===== src/rtl/alu_arbiter_if.sv =====
// Request, shared-ALU and response signals of alu_arbiter.
// slave is the arbiter's view; master is the surrounding logic's view.
interface alu_arbiter_if;
  localparam int unsigned OPND_W = 4;
  localparam int unsigned OP_W   = 3;
  localparam int unsigned RES_W  = 8;
  localparam int unsigned CNT_W  = 8;

  logic              reqValid0, reqValid1;
  logic              reqReady0, reqReady1;
  logic [OPND_W-1:0] reqOperandA0, reqOperandA1;
  logic [OPND_W-1:0] reqOperandB0, reqOperandB1;
  logic [OP_W-1:0]   reqOperation0, reqOperation1;
  logic [OPND_W-1:0] aluOperandA, aluOperandB;
  logic [OP_W-1:0]   aluOperation;
  logic [RES_W-1:0]  aluResult;
  logic              aluZeroFlag;
  logic              respValid, respReady, respId;
  logic [RES_W-1:0]  respResult;
  logic              respZero, respError;
  logic [CNT_W-1:0]  grantCount0, grantCount1;

  modport slave (
    input  reqValid0, reqValid1, reqOperandA0, reqOperandA1,
           reqOperandB0, reqOperandB1, reqOperation0, reqOperation1,
           aluResult, aluZeroFlag, respReady,
    output reqReady0, reqReady1, aluOperandA, aluOperandB, aluOperation,
           respValid, respId, respResult, respZero, respError,
           grantCount0, grantCount1
  );

  modport master (
    output reqValid0, reqValid1, reqOperandA0, reqOperandA1,
           reqOperandB0, reqOperandB1, reqOperation0, reqOperation1,
           aluResult, aluZeroFlag, respReady,
    input  reqReady0, reqReady1, aluOperandA, aluOperandB, aluOperation,
           respValid, respId, respResult, respZero, respError,
           grantCount0, grantCount1
  );
endinterface


===== src/rtl/alu_arbiter.sv =====
// Round-robin arbiter sharing one 4-bit ALU between two requesters (IDLE/EXEC/RESP).
// Optional grant counters are built when ALU_ARB_STATS_EN is defined.
module alu_arbiter (
  input logic          clk,
  input logic          reset,
  alu_arbiter_if.slave bus
);
  localparam int unsigned OPND_W = 4;
  localparam int unsigned OP_W   = 3;
  localparam int unsigned RES_W  = 8;
  localparam int unsigned CNT_W  = 8;
  localparam logic [OP_W-1:0] OP_MAX = OP_W'(4);

  typedef struct packed {
    logic [OPND_W-1:0] a;
    logic [OPND_W-1:0] b;
    logic [OP_W-1:0]   op;
  } cmd_t;

  typedef enum logic [1:0] {IDLE, EXEC, RESP} state_t;

  state_t           state, state_nxt;
  logic             last_grant;
  logic             grant_c;
  logic             accept_c;
  logic             ready0_c, ready1_c;
  cmd_t             sel_c;
  logic             sel_illegal_c;
  cmd_t             alu_q;
  logic             cmd_id, cmd_err;
  logic             resp_valid, resp_id, resp_zero, resp_error;
  logic [RES_W-1:0] resp_result;

  // Single valid requester wins; on a tie the one not granted last wins.
  always_comb begin
    grant_c = bus.reqValid1;
    if (bus.reqValid0 && bus.reqValid1) grant_c = ~last_grant;
  end

  always_comb begin
    sel_c = grant_c ? cmd_t'{bus.reqOperandA1, bus.reqOperandB1, bus.reqOperation1}
                    : cmd_t'{bus.reqOperandA0, bus.reqOperandB0, bus.reqOperation0};
    sel_illegal_c = (sel_c.op > OP_MAX);
  end

  assign accept_c = (state == IDLE) && (bus.reqValid0 || bus.reqValid1);

  always_ff @(posedge clk) begin
    if (reset) state <= IDLE;
    else       state <= state_nxt;
  end

  always_comb begin
    state_nxt = state;
    ready0_c  = 1'b0;
    ready1_c  = 1'b0;
    case (state)
      IDLE: begin
        ready0_c = bus.reqValid0 && !grant_c;
        ready1_c = bus.reqValid1 && grant_c;
        if (bus.reqValid0 || bus.reqValid1) state_nxt = EXEC;
      end
      EXEC:    state_nxt = RESP;
      RESP:    if (bus.respReady) state_nxt = IDLE;
      default: state_nxt = IDLE;
    endcase
  end

  // ALU inputs are only non-zero during EXEC and never for an illegal opcode.
  always_ff @(posedge clk) begin
    if (reset) begin
      last_grant  <= 1'b1;
      cmd_id      <= 1'b0;
      cmd_err     <= 1'b0;
      alu_q       <= '0;
      resp_valid  <= 1'b0;
      resp_id     <= 1'b0;
      resp_result <= '0;
      resp_zero   <= 1'b0;
      resp_error  <= 1'b0;
    end else begin
      case (state)
        IDLE: begin
          if (accept_c) begin
            last_grant <= grant_c;
            cmd_id     <= grant_c;
            cmd_err    <= sel_illegal_c;
            alu_q      <= sel_illegal_c ? '0 : sel_c;
          end
        end
        EXEC: begin
          alu_q       <= '0;
          resp_valid  <= 1'b1;
          resp_id     <= cmd_id;
          resp_error  <= cmd_err;
          resp_result <= cmd_err ? '0 : bus.aluResult;
          resp_zero   <= cmd_err ? 1'b0 : bus.aluZeroFlag;
        end
        RESP: begin
          if (bus.respReady) resp_valid <= 1'b0;
        end
        default: ;
      endcase
    end
  end

  assign bus.reqReady0    = ready0_c;
  assign bus.reqReady1    = ready1_c;
  assign bus.aluOperandA  = alu_q.a;
  assign bus.aluOperandB  = alu_q.b;
  assign bus.aluOperation = alu_q.op;
  assign bus.respValid    = resp_valid;
  assign bus.respId       = resp_id;
  assign bus.respResult   = resp_result;
  assign bus.respZero     = resp_zero;
  assign bus.respError    = resp_error;

`ifdef ALU_ARB_STATS_EN
  logic [CNT_W-1:0] grant_cnt0, grant_cnt1;

  // Wrapping per-requester accepted-command counters.
  always_ff @(posedge clk) begin
    if (reset) begin
      grant_cnt0 <= '0;
      grant_cnt1 <= '0;
    end else begin
      if (bus.reqValid0 && ready0_c) grant_cnt0 <= grant_cnt0 + CNT_W'(1);
      if (bus.reqValid1 && ready1_c) grant_cnt1 <= grant_cnt1 + CNT_W'(1);
    end
  end

  assign bus.grantCount0 = grant_cnt0;
  assign bus.grantCount1 = grant_cnt1;
`else
  assign bus.grantCount0 = '0;
  assign bus.grantCount1 = '0;
`endif
endmodule

===== src/flat_wrapper.sv =====
// flat-port wrapper written by rule: the top's interface ports become plain ports
module alu_arbiter_flat 
  (clk, reset, bus_reqValid0, bus_reqValid1, bus_reqOperandA0, bus_reqOperandA1, bus_reqOperandB0, bus_reqOperandB1, bus_reqOperation0, bus_reqOperation1, bus_aluResult, bus_aluZeroFlag, bus_respReady, bus_reqReady0, bus_reqReady1, bus_aluOperandA, bus_aluOperandB, bus_aluOperation, bus_respValid, bus_respId, bus_respResult, bus_respZero, bus_respError, bus_grantCount0, bus_grantCount1);
  alu_arbiter_if bus_i ();
  input logic clk;
  input logic reset;
  input wire logic [$bits(bus_i.reqValid0)-1:0] bus_reqValid0;
  input wire logic [$bits(bus_i.reqValid1)-1:0] bus_reqValid1;
  input wire logic [$bits(bus_i.reqOperandA0)-1:0] bus_reqOperandA0;
  input wire logic [$bits(bus_i.reqOperandA1)-1:0] bus_reqOperandA1;
  input wire logic [$bits(bus_i.reqOperandB0)-1:0] bus_reqOperandB0;
  input wire logic [$bits(bus_i.reqOperandB1)-1:0] bus_reqOperandB1;
  input wire logic [$bits(bus_i.reqOperation0)-1:0] bus_reqOperation0;
  input wire logic [$bits(bus_i.reqOperation1)-1:0] bus_reqOperation1;
  input wire logic [$bits(bus_i.aluResult)-1:0] bus_aluResult;
  input wire logic [$bits(bus_i.aluZeroFlag)-1:0] bus_aluZeroFlag;
  input wire logic [$bits(bus_i.respReady)-1:0] bus_respReady;
  output wire logic [$bits(bus_i.reqReady0)-1:0] bus_reqReady0;
  output wire logic [$bits(bus_i.reqReady1)-1:0] bus_reqReady1;
  output wire logic [$bits(bus_i.aluOperandA)-1:0] bus_aluOperandA;
  output wire logic [$bits(bus_i.aluOperandB)-1:0] bus_aluOperandB;
  output wire logic [$bits(bus_i.aluOperation)-1:0] bus_aluOperation;
  output wire logic [$bits(bus_i.respValid)-1:0] bus_respValid;
  output wire logic [$bits(bus_i.respId)-1:0] bus_respId;
  output wire logic [$bits(bus_i.respResult)-1:0] bus_respResult;
  output wire logic [$bits(bus_i.respZero)-1:0] bus_respZero;
  output wire logic [$bits(bus_i.respError)-1:0] bus_respError;
  output wire logic [$bits(bus_i.grantCount0)-1:0] bus_grantCount0;
  output wire logic [$bits(bus_i.grantCount1)-1:0] bus_grantCount1;
  assign bus_i.reqValid0 = bus_reqValid0;
  assign bus_i.reqValid1 = bus_reqValid1;
  assign bus_i.reqOperandA0 = bus_reqOperandA0;
  assign bus_i.reqOperandA1 = bus_reqOperandA1;
  assign bus_i.reqOperandB0 = bus_reqOperandB0;
  assign bus_i.reqOperandB1 = bus_reqOperandB1;
  assign bus_i.reqOperation0 = bus_reqOperation0;
  assign bus_i.reqOperation1 = bus_reqOperation1;
  assign bus_i.aluResult = bus_aluResult;
  assign bus_i.aluZeroFlag = bus_aluZeroFlag;
  assign bus_i.respReady = bus_respReady;
  assign bus_reqReady0 = bus_i.reqReady0;
  assign bus_reqReady1 = bus_i.reqReady1;
  assign bus_aluOperandA = bus_i.aluOperandA;
  assign bus_aluOperandB = bus_i.aluOperandB;
  assign bus_aluOperation = bus_i.aluOperation;
  assign bus_respValid = bus_i.respValid;
  assign bus_respId = bus_i.respId;
  assign bus_respResult = bus_i.respResult;
  assign bus_respZero = bus_i.respZero;
  assign bus_respError = bus_i.respError;
  assign bus_grantCount0 = bus_i.grantCount0;
  assign bus_grantCount1 = bus_i.grantCount1;
  alu_arbiter u_core (.clk(clk), .reset(reset), .bus(bus_i));
endmodule

===== config.mk =====
export PLATFORM = sky130hd
export DESIGN_NAME = alu_arbiter_flat
export DESIGN_NICKNAME = d
export VERILOG_FILES = /design/src/rtl/alu_arbiter_if.sv /design/src/rtl/alu_arbiter.sv /design/src/flat_wrapper.sv
export SDC_FILE = /design/constraint.sdc
export NUM_CORES = 1
export LEC_CHECK = 0
export ABC_AREA = 1
export CAP_MARGIN = 40
export CORE_MARGIN = 2
export CORE_UTILIZATION = 41
export CTS_BUF_LIST = sky130_fd_sc_hd__clkbuf_8 sky130_fd_sc_hd__clkbuf_16
export DETAILED_ROUTE_END_ITERATION = 12
export PLACE_DENSITY = 0.85
export REMOVE_ABC_BUFFERS = 1
export SYNTH_ARGS = -nofsm -noshare
export SYNTH_HDL_FRONTEND = slang
export SYNTH_SLANG_ARGS = --single-unit

===== constraint.sdc =====
create_clock -name clk -period 1.91 [get_ports clk]
set_input_delay 0.2865 -clock clk [delete_from_list [all_inputs] [get_ports clk]]
set_output_delay 0.2865 -clock clk [all_outputs]
set_load 0.03 [all_outputs]

Word-level counts from Yosys, hierarchy flattened
Cells that the tools add are included.
{ "word_totals": {"reg_bits": 28, "latchBits": 0, "ramBits": 0, "romBits": 0, "in_bits": 36, "out_inout_bits": 41, "wordCells": 46, "mem_count": 0} }
{ "classes": {"addsub": 0, "multipliers": 0, "div_mod_pow": 0, "order_cmp": 1, "n_eq_ne": 5, "shift": 0, "mux": 14, "bitwise_logic": 1, "n_reduce_logical": 13} }
{ "ops": {"columns": ["operator", "n"], "rows": [
  ["$mux W11", 3],
  ["$pmux W11 S2", 1],
  ["$mux W8", 1],
  ["$reduce_and A2 Y1", 4],
  ["$pmux W2 S3", 1],
  ["$mux W1", 5],
  ["$logic_and A1 B1 Y1", 4],
  ["$mux W2", 2],
  ["$ne A2 B2 Y1 const B", 2],
  ["$reduce_bool A2 Y1", 2],
  ["$gt A3 B3 Y1 const B", 1],
  ["$eq A2 B1 Y1 const B", 1],
  ["$eq A2 B2 Y1 const B", 1],
  ["$logic_not A2 Y1", 1],
  ["$ne A2 B1 Y1 const B", 1],
  ["$pmux W1 S2", 1],
  ["$logic_not A1 Y1", 1],
  ["$logic_or A1 B1 Y1", 1],
  ["$not A1 Y1", 1]
]} }

Longest topological paths before layout
Gate-level depths: netlist (run 1).
{ "logic_depth": {"ltp_word": 7, "depth_mapped": 8, "mapped_depth_nobuf": 8} }

Worst setup path before layout (run 1)
OpenSTA, ideal clock, no wires.
{ "synth_timing": {"kind": "reg2reg", "from": "register u_core.last_grant", "to": "register u_core.cmd_id", "setup_time_ps": 70, "arrival_time_ps": 1315, "required_time_ps": 1840, "path_slack_ps": 524, "stages_incl_launch_ff": 7, "synth_period_minus_slack_ps": 1386, "path_cell_list": "dfxtp_1 nand2_1 nand2_1 buf_4 nor2_1 inv_1 a21oi_1"} }
{ "synth_via": {"elab_chain_len": 2} }
{ "synth_lines": {"columns": ["element", "line_no", "text"], "rows": [
  ["from (decl)", "alu_arbiter.sv:23", "logic last_grant;"],
  ["from (signal assigned)", "alu_arbiter.sv:85", "last_grant <= grant_c;"],
  ["$not A1 Y1", "alu_arbiter.sv:37", "if (bus.reqValid0 && bus.reqValid1) grant_c = ~last_grant;"],
  ["$mux W1", "alu_arbiter.sv:37", null],
  ["to (signal assigned)", "alu_arbiter.sv:86", "cmd_id <= grant_c;"],
  ["to (decl)", "alu_arbiter.sv:30", "logic cmd_id, cmd_err;"]
]} }
No other way between the ends.
A chain may end at the register's enable or synchronous reset.

Final worst setup path (run 1)
{ "layout_timing": {"from": "input bus_reqValid0", "to": "output bus_reqReady0"} }
{ "layout_via": {"elab_chain_len": 5} }
{ "layout_lines": {"columns": ["element", "line_no", "text"], "rows": [
  ["from (decl)", "flat_wrapper.sv:7", "input wire logic [$bits(bus_i.reqValid0)-1:0] bus_reqValid0;"],
  ["$logic_and A1 B1 Y1", "alu_arbiter.sv:37", null],
  ["$mux W1", "alu_arbiter.sv:37", null],
  ["$logic_not A1 Y1", "alu_arbiter.sv:59", "ready0_c = bus.reqValid0 && !grant_c;"],
  ["$logic_and A1 B1 Y1 (*)", "alu_arbiter.sv:59", null],
  ["$mux W1 (*)", "alu_arbiter.sv:57", "case (state)"],
  ["to (decl)", "flat_wrapper.sv:18", "output wire logic [$bits(bus_i.reqReady0)-1:0] bus_reqReady0;"]
]} }
Mark *: on every way between the ends. The rest lies on a longest branch, timed or not.

==> reports/results.tsv, run 1 <==
stage	metric	value	unit
clocking	cts-resized-gates	0	
setup_path	slowest_stage	clkdlybuf4s50_1	
logic_synthesis	avgSynthCellArea	7.44	sq um
global_routing	groute.usage.overall	17.3	%
min_path	hp-start	u_core.bus.respResult[4]$_SDFFE_PP0P_	
timing	clock.fmax	0.598	GHz
timing	setup_viol	0	
place	placed_area	1940	sq um
logic_synthesis	synth-main-ff-cell	dfxtp_1	
floorplan	die_area	3800	sq um
floorplan	rows	20	
outcome	status	finished, final reports clean	
routing	wirelength	3310	um
global_routing	grt_max_degree	16	
floorplan	ioPinCount	77	
setup_path	start_kind	input port	
cells_and_area	finish.instance_area	1990	sq um
logic_synthesis	synthArstFlopShare	0	%
place	portBuffers	60	
timing	skew	4.21	ps
floorplan	die_w	61.6	um
routing	dr_total_vias	1336	
clocking	root_buffer	clkbuf_8	
job	drv_cap	0	
global_routing	grt_pass1_vias	1183	
clocking	path_clk_slew	90	ps
floorplan	die_y	61.6	um
logic_synthesis	synth-edff-count	0	
timing	min_period_over_period	87.5	%
min_path	min_path_type	reg -> reg	
clocking	cts_made_buffers	3	
setup_path	crit_family	buffers and inverters	
setup_path	cp_common_cell	nand2_1	
setup_path	arrival	1390	ps
global_routing	grt-ovfl-total	0	
setup_path	r2r-start	u_core.state[0]$_SDFFE_PP0P_	
clocking	h-tree-depth	1	
logic_synthesis	syn_area	1360	sq um
routing	drtIter0Drc	30	
logic_synthesis	synth_seq_cells	28	
pwr	totalPowerFinal	0.00151	W
floorplan	start_util	43.9	%
place	dp_hpwl	2430	um
clocking	cts_setup_buffers	0	
setup_path	crit_start	bus_reqValid0	
setup_path	path_buf_inv	2	
cells_and_area	synthToLayoutAreaGrowth	46.2	%
logic_synthesis	ys_top_cells_by_count	nand2_1 (50), dfxtp_1 (28), buf_4 (19)	
floorplan	core_area	3100	sq um
setup_path	endpoint_kind	output pin	
clocking	clk_path_buf_depth	2	
logic_synthesis	netlist.area_leader.share	41.2	%
routing	wl_per_cell	11.5	um
logic_synthesis	syn_inst	183	
setup_path	path_cells	clkdlybuf4s50_1, nand2_1, nand2_1, nand2_1, nor2_1, buf_4	
routing	drtPass1Iterations	4	
pwr	p_per_area	756	nW/um^2
timing	finalHoldViolations	0	
setup_path	crit_type	in -> out	
clocking	clock-sinks	28	
clocking	cts_hold_buf	0	
routing	route.detailed.drc	0	
timing	min_period	1670	ps
logic_synthesis	yosysMostFrequentCell	nand2_1	
routing	viasPerCell	4.64	
pwr	ir_worst_vdd	341	uV
clocking	cts_tree	built	
global_routing	grt_pass1_wl	4910	um
clocking	clk_latency	270	ps
logic_synthesis	ys_top_cells_by_area	dfxtp_1 (41%), nand2_1 (14%), buf_4 (10%)	
setup_path	cpPeakStageDelay	500	ps
timing	drv_slew	0	
logic_synthesis	synth_top_cell_by_area	dfxtp_1	
logic_synthesis	synth_cell_types	21	
global_routing	antenna_found_initial	0	
cells_and_area	fin_nets	281	
cells_and_area	antenna_cells	0	
pwr	leakagePower	0.824	nW
setup_path	critPathMaxFanout	6	
setup_path	worstPathRequired	1620	ps
routing	ant_nets	0	
cells_and_area	drive_above_1_share	10.7	%
timing	tns	0	ps
logic_synthesis	ys_seq_area_share	41.2	%
place	routabilityCongestion	0.769	
place	post-place-cells	284	
cells_and_area	stdcell_count	288	
logic_synthesis	ys_warn_count	0	
cells_and_area	final_core_util	64.2	%
timing	grt_setup_unrepaired	false	
==> placed cells by master, fill, tap and decap left out, types with 2 or more instances in the layout <==
cell,Yosys,final
nand3_1,14,14
a22oi_1,4,4
nor2_2,2,2
a21oi_2,7,7
a21oi_1,18,18
clkbuf_8,0,4
nand3b_1,3,3
o21ai_0,3,3
dfxtp_1,28,28
nor2_1,10,10
nand2_2,3,3
conb_1,1,16
inv_1,12,12
buf_4,19,8
nand2_1,50,50
clkdlybuf4s50_1,0,58
==> report_power, final <==
part           internal (W)  switching, W  leakage, nW
logic              0.000201      0.000289        0.566
clock network      0.000185      0.000178       0.0288
registers          0.000629     0.0000225        0.229
==> kinds of logic after synthesis <==
kind of cell    Yosys count  synth area share, %
compound gates           34                 15.5
buf+inv                  36                 16.4
flops                    28                 41.2
other cells               1                0.275
simple gates             84                 26.7
==> layer usage <==
| layer | GRT usage (%) | part of all wire [%] |
|---|---|---|
| met2 | 29.3 | 48 |
| met1 | 21.9 | 41 |
| met5 | 0 | 0 |
| met3 | 2.94 | 9.3 |
| met4 | 6.38 | 2.2 |
==> area by class of cell <==
| type | count | area [sq um] |
|---|---|---|
| Fill cell | 299 | 1110 |
| Sequential cell | 28 | 561 |
| Inverter | 12 | 45.0 |
| Clock buffer | 4 | 55.1 |
| Tap cell | 44 | 55.1 |
| Timing Repair Buffer | 66 | 641 |
| Multi-Input combinational cell | 134 | 634 |
==> registers in the layout, summed over array words and instances, names as in the netlist, 2 cells and up <==
| name | flops |
|---|---|
| u_core.bus.aluOperandB | 4 |
| u_core.bus.aluOperandA | 4 |
| u_core.bus.aluOperation | 3 |
| u_core.state | 2 |
| u_core.bus.respResult | 8 |
==> worst paths after layout <==
kind	endpoint	slack (ps)	cells after the start
max	bus_reqReady0	240	6
min	u_core.bus.respResult[4]$_SDFFE_PP0P_	470	2
max reg2reg	u_core.bus.aluOperation[1]$_SDFFE_PP0P_	520	7
min reg2reg	u_core.bus.respResult[4]$_SDFFE_PP0P_	470	2
==> worst register-to-register path, stage by stage (launching register included) <==
cell and delay, ps:
dfxtp_1 340, inv_1 70, nand2_2 90, or2_4 120
inv_1 70, nor2_2 350, nand2_1 110, a21oi_1 170
==> stage by stage <==
stage | hold WS [ps] | setup WS, ps
3_5_place_dp | 454 | 170
6_report | 466 | 238
3_3_place_gp | 449 | 208
5_1_grt | 485 | 159
2_1_floorplan | 356 | 328
4_1_cts | 468 | 226
No activity file was read; power rests on OpenSTA's default activity.
==> run 2, diff against run 1 <==
--- a/config.mk
+++ b/config.mk
@@ -13,6 +13,7 @@
 export DETAILED_ROUTE_END_ITERATION = 12
 export PLACE_DENSITY = 0.85
 export REMOVE_ABC_BUFFERS = 1
+export SETUP_SLACK_MARGIN = 0.15
 export SYNTH_ARGS = -nofsm -noshare
 export SYNTH_HDL_FRONTEND = slang
 export SYNTH_SLANG_ARGS = --single-unit
==> results of run 2 <==
The final DEF is identical to that of run 1; final timing and power are the same.
==> patch 1, RTL diff (settings of run 1) <==
Encoding of `state_t`: now one-hot (3 bits for 3 states).
--- a/src/rtl/alu_arbiter.sv
+++ b/src/rtl/alu_arbiter.sv
@@ -19,3 +19,3 @@
 
-  typedef enum logic [1:0] {IDLE, EXEC, RESP} state_t;
+  typedef enum logic [2:0] {IDLE = 3'b001, EXEC = 3'b010, RESP = 3'b100} state_t;
 
Behaviour: no difference found for any inputs over 10 cycles, from zero or initial values and one cycle with reset high; not proved beyond that.
==> patch 1 against run 1 <==
Die area up 16%. Global-route usage down 1.5 points. Core utilization down 3.4 points. Sequential cell count up 1. Routed wire length down 2.4%. Power up 16%. Worst setup slack worse by 0.075 ns. Count of clock-buffer cells in the layout up 2. Area after synthesis up 17%. Final cell count up 10%. Hold slack worse by 0.0031 ns. Sequential share of layout area down 2.2 points. Final area up 13%. Critical path type unchanged. Critical endpoint unchanged.
==> patch 1: results (changes against run 1) <==
run status=complete, no violations; internal power=1.16 mW (+14%); Starting DRT DRC Count=41 (+37%); # H-tree levels=2 (+1); count of cell types in the netlist=31 (+48%); average wire per standard cell=10.2 µm (-11%); total track usage=15.8% (-1.5 points); Syn Area/Cell=7.73 µm² (+3.9%); layout cells sized above 1=23.0% (+12 points); IR drop worst, VDD=431 µV (+26%); largest net degree at the start of global routing=15 (-1); vias per inst=4.40 (-5.2%); worst hold path type=flop to flop; via count=1394 (+4.3%); WP data arrival=1.46 ns (+0.07 ns); Seq/Total Area, Yosys=36.4% (-4.7 points); GP Congestion=0.809 (+5.3%); number of global-route vias before repair=1269 (+7.3%); Worst-path clk slew=0.05 ns (-0.04 ns); Clock Tree Buf Depth=2 (unchanged); Seq pwr share=39.1% (-4.2 points); first-pass GRT wire length=5300 µm (+7.9%); Num CTS Buffers=5 (+2); initial antenna violation count=0 (unchanged); synth top area cells=dfxtp_1 (36%), nand2_1 (11%), buf_4 (7.5%); Area after DPL=2150 µm² (+11%); DP Worst Slack=0.0620 ns (-0.108 ns); crit path max-delay cell type=clkdlybuf4s50_1; Final nets=305 (+8.5%); max incr delay on CP=0.59 ns (+0.09 ns); synth cell count leaders=nand2_1 (46), dfxtp_1 (29), nand2_2 (18); post-DP HPWL=2520 µm (+3.5%); leakage power=0.954 nW (+16%); clk_skew=0.00701 ns (+0.00279 ns)
## patch 1: cell types whose count changed after synthesis, sizes merged, moves of 3 or more
cell / delta
nand2: +13
nor2: +5
inv: +5
clkinv: +3
a21oi: -6
nand4: +3
## patch 1: kinds of logic after synthesis
kind of cell    synth area share [%]
other cells                    0.235
buf+inv                         17.0
simple gates                    33.9
compound gates                  12.3
flops                           36.4
## patch 1: worst paths after layout
| check | to | startpoint | depth (start not counted) | slack (ns) |
|---|---|---|---|---|
| worst max register to register | u_core.bus.respResult[0] | u_core.state[2] | 5 | 0.51 |
| worst min register to register | u_core.bus.respResult[5] | u_core.bus.respResult[5] | 2 | 0.46 |
| worst min-delay path | u_core.bus.respResult[5] | u_core.bus.respResult[5] | 2 | 0.46 |
| worst max-delay path | bus_reqReady0 | bus_reqValid0 | 6 | 0.16 |
## patch 1: tightest hold or removal path: cells and delay by family, from the launching register on
kind / cells / cell delay, ns
and+or+nand+nor: 1 / 0.06
DFF: 1 / 0.30
AOI/OAI and AO/OA: 1 / 0.05
## patch 1: metal layers
metal	track usage, %	up-vias	wire [µm]
met5	0	-	0
met4	7.65	0	64
met3	5.45	6	261
met2	28.6	60	1510
met1	16.0	583	1400
li1	-	745	-
## patch 1: area by class of cell
class | instances | area (µm²)
Fill cell | 360 | 1450
Multi-Input combinational cell | 147 | 797
Timing Repair Buffer | 66 | 641
Sequential cell | 29 | 581
Clock buffer | 6 | 82.6
Inverter | 20 | 75.1
Tap cell | 48 | 60.1
Clock inverter | 1 | 3.75
## patch 1: power groups by stage
stage               sequential, mW  clock (mW)  combinational, mW
floorplan                    0.756           0              0.298
CTS                          0.684       0.507              0.580
global route                 0.688       0.542              0.625
global placement             0.697           0              0.570
detailed placement           0.696           0              0.578
finish                       0.684       0.489              0.574
==> patch 2, RTL diff (flow settings as in run 1) <==
Made on the original files. `RES_W` is set to 8 in 2 places; all go to 6.
--- a/src/rtl/alu_arbiter_if.sv
+++ b/src/rtl/alu_arbiter_if.sv
@@ -5,3 +5,3 @@
   localparam int unsigned OP_W   = 3;
-  localparam int unsigned RES_W  = 8;
+  localparam int unsigned RES_W  = 6;
   localparam int unsigned CNT_W  = 8;
--- a/src/rtl/alu_arbiter.sv
+++ b/src/rtl/alu_arbiter.sv
@@ -9,3 +9,3 @@
   localparam int unsigned OP_W   = 3;
-  localparam int unsigned RES_W  = 8;
+  localparam int unsigned RES_W  = 6;
   localparam int unsigned CNT_W  = 8;
Ports: changed (resized bus_aluResult and bus_respResult); port bits go from 77 to 73. No check against the original RTL was run, so the function may have changed too.
==> patch 2 against run 1 <==
Combinational power down 4.7%. Area after synthesis down 4.7%. Sequential cell count down 2. Critical path depth unchanged. Routed wire length down 5.6%. Worst setup slack worse by 0.014 ns. Final area down 4.3%. Power up 1.4%. Critical path type unchanged. Critical endpoint unchanged.
==> patch 2: results (changes against run 1) <==
initial antenna violation count=0 (unchanged); synth top area cells=dfxtp_1 (40%), nand2_1 (14%), buf_4 (11%); Setup Buffers After CTS=0 (unchanged); worst hold path type=flop to flop; leakage power=0.794 nW (-3.7%); Final nets=268 (-4.6%); Clock Tree Buf Depth=2 (unchanged); layout cells sized above 1=11.6% (+0.93 points); Worst-Skew Late Latency=0.27 ns (about the same); Reg-to-Reg Start=u_core.state[0]; average wire per standard cell=11.3 µm (-1.9%); Port Buffers=56 (-6.7%); first-pass GRT wire length=4820 µm (-2.0%); hold path start=u_core.bus.respResult[0]; synthesis warning total=0 (unchanged); Num CTS Buffers=3 (unchanged); largest net degree at the start of global routing=16 (unchanged); beginning of the critical path=bus_reqValid0; total track usage=17.5% (+0.19 points); number of global-route vias before repair=1152 (-2.6%); synth cell count leaders=nand2_1 (48), dfxtp_1 (26), buf_4 (19); vias per inst=4.52 (-2.6%); # H-tree levels=1 (unchanged); post-DP HPWL=2370 µm (-2.4%); Worst-path clk slew=0.09 ns (about the same); ant diodes=0 (unchanged); IR drop worst, VDD=381 µV (+12%); count of cell types in the netlist=21 (unchanged); CTS root buf=clkbuf_8; post-synthesis async set-or-reset flop share=0% (unchanged); clk_skew=0.00208 ns (-0.00213 ns); Seq/Total Area, Yosys=40.1% (-1.1 points); max FFs per register=6 (-2); WP data arrival=between 1 and 1.5 ns; TritonRoute pass-1 iters=4 (unchanged); Starting DRT DRC Count=26 (-13%); Max FO, Critical Path=13 (+7); GP Congestion=0.807 (+5.0%); run status=complete, no violations
patch 2: routing by layer:
layer | GRT usage (%) | part of all wire, % | wire [µm] | vias up
li1 | - | - | - | 646
met3 | 3.03 | 5.7 | 177 | 5
met2 | 30.0 | 51 | 1590 | 46
met5 | 0 | 0 | 0 | -
met4 | 5.71 | 1.2 | 37 | 0
met1 | 22.0 | 42 | 1330 | 555
patch 2: logic make-up (layout without fill, tap and decap cells):
kind of cell           count (synthesis)  count (layout)  share of synthesized area (%)
AO/OA/AOI/OAI                         32              32                           15.3
other                                  1              16                          0.289
flip-flops                            26              26                           40.1
buffers and inverters                 36              78                           17.2
AND/OR/NAND/NOR                       81              81                           27.1
patch 2: path summary, 6_finish.rpt:
check	endpoint	slack, ns	depth (start not counted)
max reg2reg	u_core.bus.aluOperation[1]	0.49	7
min reg2reg	u_core.bus.respResult[0]	0.47	2
max	bus_reqReady0	0.22	6
min	u_core.bus.respResult[0]	0.47	2
patch 2: cell type report:
type / count / area, µm²
tap: 44 / 55.1
fill: 278 / 1120
sequential: 26 / 520
multi-input combinational: 129 / 613
inverter: 12 / 45.0
clock buffer: 3 / 41.3
clock inverter: 1 / 30.0
timing repair buffer: 62 / 601
patch 2: power breakdown:
part | total, mW | internal (mW) | switching, mW
Clock | 0.452 | 0.281 | 0.171
Combinational | 0.467 | 0.190 | 0.277
Sequential | 0.608 | 0.585 | 0.0226
Total | 1.53 | 1.06 | 0.471
patch 2: worst max-delay path: stages:
cell and delay [ns]:
clkdlybuf4s50_1 0.50, nand2_1 0.09, nand2_2 0.20, nand2_1 0.08, nor2_1 0.09, buf_4 0.16
patch 2: what timing repair did:
item                                    CTS  global route
endpoints found under the hold margin     0             0
hold buffers                              0             0
resized for setup                         0             1
endpoints found under the setup margin    0             1
patch 2: stage by stage:
| stage | hold WS [ns] | total power, mW | instances | worst slack (ns) | cell area [µm²] |
|---|---|---|---|---|---|
| finish | 0.467 | 1.53 | 277 | 0.224 | 1910 |
| global route | 0.486 | 1.59 | 277 | 0.123 | 1910 |
| CTS | 0.471 | 1.53 | 277 | 0.0861 | 1900 |
| detailed placement | 0.457 | 1.08 | 273 | 0.0474 | 1830 |
| global placement | 0.448 | 1.08 | 273 | 0.103 | 1830 |
| floorplan | 0.356 | 0.883 | 167 | 0.328 | 1180 |
